$ cat config.mk
export PLATFORM = sky130hd
export DESIGN_NAME = store_align_unit
export DESIGN_NICKNAME = d
export VERILOG_FILES = /design/src/rtl/store_align_unit.sv
export SDC_FILE = /design/constraint.sdc
export NUM_CORES = 1
export LEC_CHECK = 0
export ABC_AREA = 1
export CAP_MARGIN = 20
export CORE_MARGIN = 5
export CORE_UTILIZATION = 42
export DETAILED_ROUTE_END_ITERATION = 12
export HOLD_SLACK_MARGIN = 0.15
export PLACE_DENSITY = 0.79
export SLEW_MARGIN = 10
export SYNTH_ARGS = -nofsm -noshare
export SYNTH_HDL_FRONTEND = slang
export SYNTH_SLANG_ARGS = --single-unit
$ cat constraint.sdc
create_clock -name clk -period 1.53 [get_ports clk]
set_clock_uncertainty 0.05 [all_clocks]
set_input_delay 0.2295 -clock clk [delete_from_list [all_inputs] [get_ports clk]]
set_output_delay 0.2295 -clock clk [all_outputs]
set_load 0.1 [all_outputs]
$ cat src/rtl/store_align_unit.sv
// Purpose: align little-endian store data into big-endian memory lanes with byte enables, then run one req/ack write.
// Latency: store accepted at edge N drives mem_req in cycle N+1; ack at edge M gives st_done in cycle M+1.
// Backpressure: st_ready drops while a write is outstanding, except in the ack cycle (back-to-back accept).
//
// Ports:
//   clk, rst_n                     clock, synchronous active-low reset
//   st_valid / st_ready            store handshake from execute
//   fn3_in, addr_in, rs2_data_in   store size, byte address, little-endian data
//   mem_req / mem_ack              single-outstanding write handshake to the data bus
//   mem_addr, mem_wdata, mem_be    registered word address, lane data, byte enables
//   st_done, st_fault              one-cycle completion / timeout pulses
module store_align_unit #(
    parameter int unsigned TIMEOUT_CYCLES = 255
) (
    input  logic        clk,
    input  logic        rst_n,
    input  logic        st_valid,
    output logic        st_ready,
    input  logic [2:0]  fn3_in,
    input  logic [31:0] addr_in,
    input  logic [31:0] rs2_data_in,
    output logic        mem_req,
    output logic [29:0] mem_addr,
    output logic [31:0] mem_wdata,
    output logic [3:0]  mem_be,
    input  logic        mem_ack,
    output logic        st_done,
    output logic        st_fault
);

    typedef enum logic {IDLE, BUSY} state_t;

    // Counter value on which a non-acked request is abandoned.
    localparam logic [7:0] TO_LAST = 8'((TIMEOUT_CYCLES == 0) ? 0 : TIMEOUT_CYCLES - 1);
    localparam bit         TO_EN   = (TIMEOUT_CYCLES != 0);

    state_t      state_q, state_d;
    logic [7:0]  cnt_q, cnt_d;
    logic        done_d, fault_d;
    logic        accept;
    logic [31:0] wdata_al;
    logic [3:0]  be_al;

    // Lane alignment: byte offset k lands in bits [31-8k:24-8k]; unused lanes stay zero.
    always_comb begin
        wdata_al = '0;
        be_al    = '0;
        case (fn3_in[1:0])
            2'd0: begin
                be_al = 4'b1000 >> addr_in[1:0];
                case (addr_in[1:0])
                    2'd0:    wdata_al[31:24] = rs2_data_in[7:0];
                    2'd1:    wdata_al[23:16] = rs2_data_in[7:0];
                    2'd2:    wdata_al[15:8]  = rs2_data_in[7:0];
                    default: wdata_al[7:0]   = rs2_data_in[7:0];
                endcase
            end
            2'd1: begin
                // Halfword: addr_in[0] does not participate.
                if (!addr_in[1]) begin
                    wdata_al[31:16] = {rs2_data_in[7:0], rs2_data_in[15:8]};
                    be_al           = 4'b1100;
                end else begin
                    wdata_al[15:0]  = {rs2_data_in[7:0], rs2_data_in[15:8]};
                    be_al           = 4'b0011;
                end
            end
            default: begin
                wdata_al = {rs2_data_in[7:0], rs2_data_in[15:8],
                            rs2_data_in[23:16], rs2_data_in[31:24]};
                be_al    = 4'b1111;
            end
        endcase
    end

    // Next-state and handshake outputs. mem_ack is only looked at in BUSY,
    // and an ack on the timeout edge takes priority over the timeout.
    always_comb begin
        state_d  = state_q;
        cnt_d    = cnt_q;
        done_d   = 1'b0;
        fault_d  = 1'b0;
        st_ready = 1'b0;
        mem_req  = 1'b0;
        accept   = 1'b0;
        case (state_q)
            IDLE: begin
                st_ready = 1'b1;
                if (st_valid) begin
                    accept  = 1'b1;
                    state_d = BUSY;
                    cnt_d   = '0;
                end
            end
            BUSY: begin
                mem_req = 1'b1;
                if (mem_ack) begin
                    st_ready = 1'b1;
                    done_d   = 1'b1;
                    if (st_valid) begin
                        accept = 1'b1;
                        cnt_d  = '0;
                    end else begin
                        state_d = IDLE;
                    end
                end else begin
                    cnt_d = cnt_q + 8'd1;
                    if (TO_EN && (cnt_q == TO_LAST)) begin
                        state_d = IDLE;
                        fault_d = 1'b1;
                    end
                end
            end
            default: state_d = IDLE;
        endcase
    end

    // Bus outputs are only loaded on acceptance, so they hold after completion.
    always_ff @(posedge clk) begin
        if (!rst_n) begin
            state_q   <= IDLE;
            cnt_q     <= '0;
            st_done   <= 1'b0;
            st_fault  <= 1'b0;
            mem_addr  <= '0;
            mem_wdata <= '0;
            mem_be    <= '0;
        end else begin
            state_q  <= state_d;
            cnt_q    <= cnt_d;
            st_done  <= done_d;
            st_fault <= fault_d;
            if (accept) begin
                mem_addr  <= addr_in[31:2];
                mem_wdata <= wdata_al;
                mem_be    <= be_al;
            end
        end
    end

endmodule

### Word-level counts from Yosys, hierarchy flattened

Index checks and enable logic that the tools add are counted.

* equal/unequal tests: 4
* bitwise logic cells: 2
* add/sub/neg operators: 1
* reductions and logical operators: 5
* shifts and indexed selects: 1
* muxes and demuxes: 22

Operators by type and width (number)
* $pmux W32 S2: 1
* $mux W8: 6
* $mux W16: 2
* $pmux W8 S2: 1
* $add A8 B1 Y8 const B: 1
* $eq A8 B8 Y1 const B: 1
* $pmux W4 S2: 1
* $mux W1: 7
* $pmux W1 S2: 3
* $reduce_or A3 Y1: 2
* $eq A2 B1 Y1 const B: 2
* $logic_not A2 Y1: 2
* $mux W4: 1
* $shr A4 B2 Y4 const A: 1
* $eq A2 B2 Y1 const B: 1
* $not A1 Y1: 2
* $reduce_and A2 Y1: 1

* register bits after elaboration: 77
* input bits: 71
* output and inout port bits: 70
* logic and storage cells: 42

### Depth between registers and ports, before layout

* depth after elaboration: 4
* depth in mapped cells: 9
* mapped depth without buffers: 8

### Least setup slack after synthesis

OpenSTA, ideal clock, no wires.

* kind: register to register
* start: register state_q
* end: register mem_wdata[15]
* cell stages (with the launch flop): 9
* buffers on the path: 1
* library setup time: 0.109 ns
* data required time: 1.371 ns
* arrival: 2.143 ns
* clock period less this slack: 2.302 ns
* setup slack: -0.772 ns
* cell sequence: dfxtp_1 > nand2_4 > nand2_8 > inv_6 > buf_6 > nor2_1 > nor2_1 > nand2_1 > inv_1

* cells in the longest elaborated chain, start to end: 2

Ends and longest elaborated chain
* start, declared: line 37 `state_t state_q, state_d;`
* start signal, assigned: line 129 `state_q <= state_d;`
* $not A1 Y1
* $pmux W1 S2 *: line 86 `case (state_q)`
* end signal, assigned: line 135 `mem_wdata <= wdata_al;`
* end, declared: line 24 `output logic [31:0] mem_wdata,`

Mark *: on every way between the ends. The rest lies on a longest branch, timed or not.
A chain may end at the register's enable or synchronous reset.

### Worst setup path in the final report

* start: input port mem_ack
* end: output port st_ready

* cells in the longest elaborated chain, start to end: 2

Ends and longest elaborated chain
* start, declared: line 26 `input logic mem_ack,`
* $mux W1: line 97 `if (mem_ack) begin`
* $pmux W1 S2: line 86
* end, declared: line 18 `output logic st_ready,`

Every way passes these cells.

==> metrics.yaml <==
route:
  drc: 0
  vias_per_cell: 5.06
  dr.pass1.iters: 4
  dr.first_iter.drc_count: 170
  drt-wirelength-per-cell_um: 15.1
  ant_nets: 0
  num_vias: 3660
  finalWirelength_um: 10900
clock_tree:
  cts.reportedPaths.clkPinSlew_ns: 0.08
  insertion_delay_ns: 0.34
  hold_buffers: 0
  post_cts_buffers: 0
  cts_buffers: 9
  cts_root_buf: "clkbuf_8"
  cts_sinks: 77
  ctsHtreeMaxLevel: 3
  tritoncts: "yes"
  clockBufferDepth: 2
  ctsResizeCount: 0
timing:
  rsz0062_at_grt: "false"
  maxSlewViolCount: 0
  relSlewSlack_pct: 78.0
  worst_slack_ns: 0.0360
  fmax_ghz: 0.669
  tightest_slew_ns: 0.328
  fin_crit_sh_pct: 97.7
  setup_viol: 0
  finalHoldViolCount: 0
  fin_crit_ns: 1.49
job:
  drv_cap: 0
logic_synthesis:
  synthCells: 457
  yosysTopAreaCell: "dfxtp_1"
  syn_avg_cell_area_um2: 7.26
  ys_ff_latch: 77
  seq_area_frac_synth_pct: 46.5
  yosys_warnings: 0
  syn_area_mm2: 0.00332
  yosysTopAreaCellShare_pct: 46.5
  synth-edff-count: 0
  synth_ff_type: "dfxtp_1"
  async_flop_share_pct: 0
  synth_fp_nets: 530
  ys_types: 28
  synth_area_leaders: "dfxtp_1, nand2_1, nand3_1, nor2_1, o21ai_0"
cells_and_area:
  layout-drive-gt1-share_pct: 22.1
  finalNetCount: 689
  areaGrowthSynthToFinish_pct: 77.6
  antenna_cells: 0
  fill_cells: 505
  final_cell_mix: "nand2_1, dfxtp_1, buf_12, clkdlybuf4s50_1, nand3_1"
  mostFrequentLayoutCell: "nand2_1"
pwr:
  p_leak_nw: 2.58
  peakVddDrop_mv: 0.653
  finalPower_w: 0.00596
  power_density_mw_per_mm2: 1010
status:
  status: "finished, final reports clean"
floorplan:
  num_io_pins: 141
  die-area_mm2: 0.00977
  die_h_um: 98.9
  start_util_pct: 42.9
  coreArea_mm2: 0.00773
  placementRows: 32
  die_x_um: 98.9
worst_hold_path:
  holdPathEnd: "mem_wdata[10]"
  holdPathStages: 3
  hold_path_startpoint: "rst_n"
  min_path_type: "in2reg"
setup_path:
  path_class: "in2out"
  critical_path_required_ns: 1.25
  slowest_delay_ns: 0.51
  cp_slowest_cell: "clkdlybuf4s50_1"
  crit_buf_inv: 4
  rrSetupSlack_ns: 0.17
  startpoint_type: "input port"
  path_cells: "clkdlybuf4s50_1, inv_2, nand2_8, buf_4, buf_12"
  r2r-end: "cnt_q[7]"
  ff2ff_path_depth: 7
  worst_ep_arrival_time_ns: 1.21
  rr_startpoint: "cnt_q[2]"
  crit_family: "buffers and inverters"
  endpoint_kind: "primary output"
  crit_fanout: 5
global_route:
  antenna_found_initial: 0
  grt_pass1_vias: 3772
  grt_pass1_wl_um: 17800
  overflow: 0
  grt_use_total_pct: 22.4
  grt_max_degree: 31
place:
  dp_hpwl_um: 8380
  numPortBuffers: 139
  dp_slack_ns: -0.152
  gp_congestion: 0.818
-- stage by stage --
stage / hold slack, ns / area, µm² / utilization, % / TNS (ns) / cells
floorplan: 0.283 / 3330 / - / 0 / 457
global placement: 0.419 / 5660 / 73.3 / -3.44 / 707
detailed placement: 0.441 / 5660 / 73.3 / -5.10 / 707
CTS: 0.194 / 5890 / 76.2 / 0 / 723
global route: 0.218 / 5890 / 76.2 / 0 / 723
finish: 0.206 / 5890 / 76.2 / 0 / 723
-- power by group --
group | internal, W | switching (W) | leakage (nW) | total [W]
combinational | 0.000753 | 0.00123 | 1.83 | 0.00199
sequential | 0.00212 | 0.000133 | 0.633 | 0.00226
clock | 0.000960 | 0.000759 | 0.112 | 0.00172
-- worst min-delay path, cell delays in order --
cell and delay [ns]:
buf_2 0.12, inv_2 0.10, nor2_1 0.11
-- registers in the layout (all words and copies together) (netlist names) --
signal     flops
state_q        1
mem_be         4
cnt_q          8
st_done        1
st_fault       1
mem_wdata     32
mem_addr      30
-- routing by layer --
layer  share of wire [%]  up-vias  routed length [µm]  global-route usage, %
met5                   0        -                   0                      0
met4                 1.9        0                 206                   8.30
met3                 6.2       19                 671                   4.67
met2                  53      127                5770                   41.2
met1                  39     1716                4240                   25.3
li1                    -     1798                   -                      -
-- final cells by class --
type,count,area [µm²],share of cell area (%)
multi-input combinational,327,1530,25.9
tap,102,128,2.17
inverter,31,121,2.06
timing repair buffer,170,2340,39.8
sequential,77,1550,26.2
clock inverter,6,86.3,1.47
clock buffer,10,138,2.34
-- cell families (layout without fill, tap and decap cells) --
| family | after synthesis | count (layout) | synth area share, % |
|---|---|---|---|
| AO/OA/AOI/OAI | 64 | 64 | 10.0 |
| flip-flops | 77 | 77 | 46.5 |
| AND/OR/NAND/NOR | 261 | 261 | 34.9 |
| buffers and inverters | 53 | 217 | 7.77 |
| adder cells (fa/ha/maj) | 2 | 2 | 0.755 |
-- synthesized netlist by cell type (2+ instances only) --
cell      count
buf_6         5
nand4_1       3
buf_2         7
nand2_1     141
clkbuf_1      6
o21ai_0      27
inv_2         4
nor2_2        3
nor3_1        7
ha_1          2
a31oi_1      10
buf_4         2
buf_1         2
inv_1        26
nand3_2       5
o21ai_1      10
nand3_1      54
dfxtp_1      77
nor2_1       41
a21oi_1      17
-- how the worst max path moves through the flow --
stage,startpoint,end,slack [ns],cells after the start
floorplan,state_q,mem_wdata[15],0.02,8
global placement,mem_ack,mem_wdata[10],-0.10,8
detailed placement,mem_ack,mem_wdata[11],-0.15,8
CTS,mem_ack,st_ready,0.04,5
global route,mem_ack,st_ready,0.006,5
finish,mem_ack,st_ready,0.04,5
Note: power is estimated with default switching activity, not from simulation.
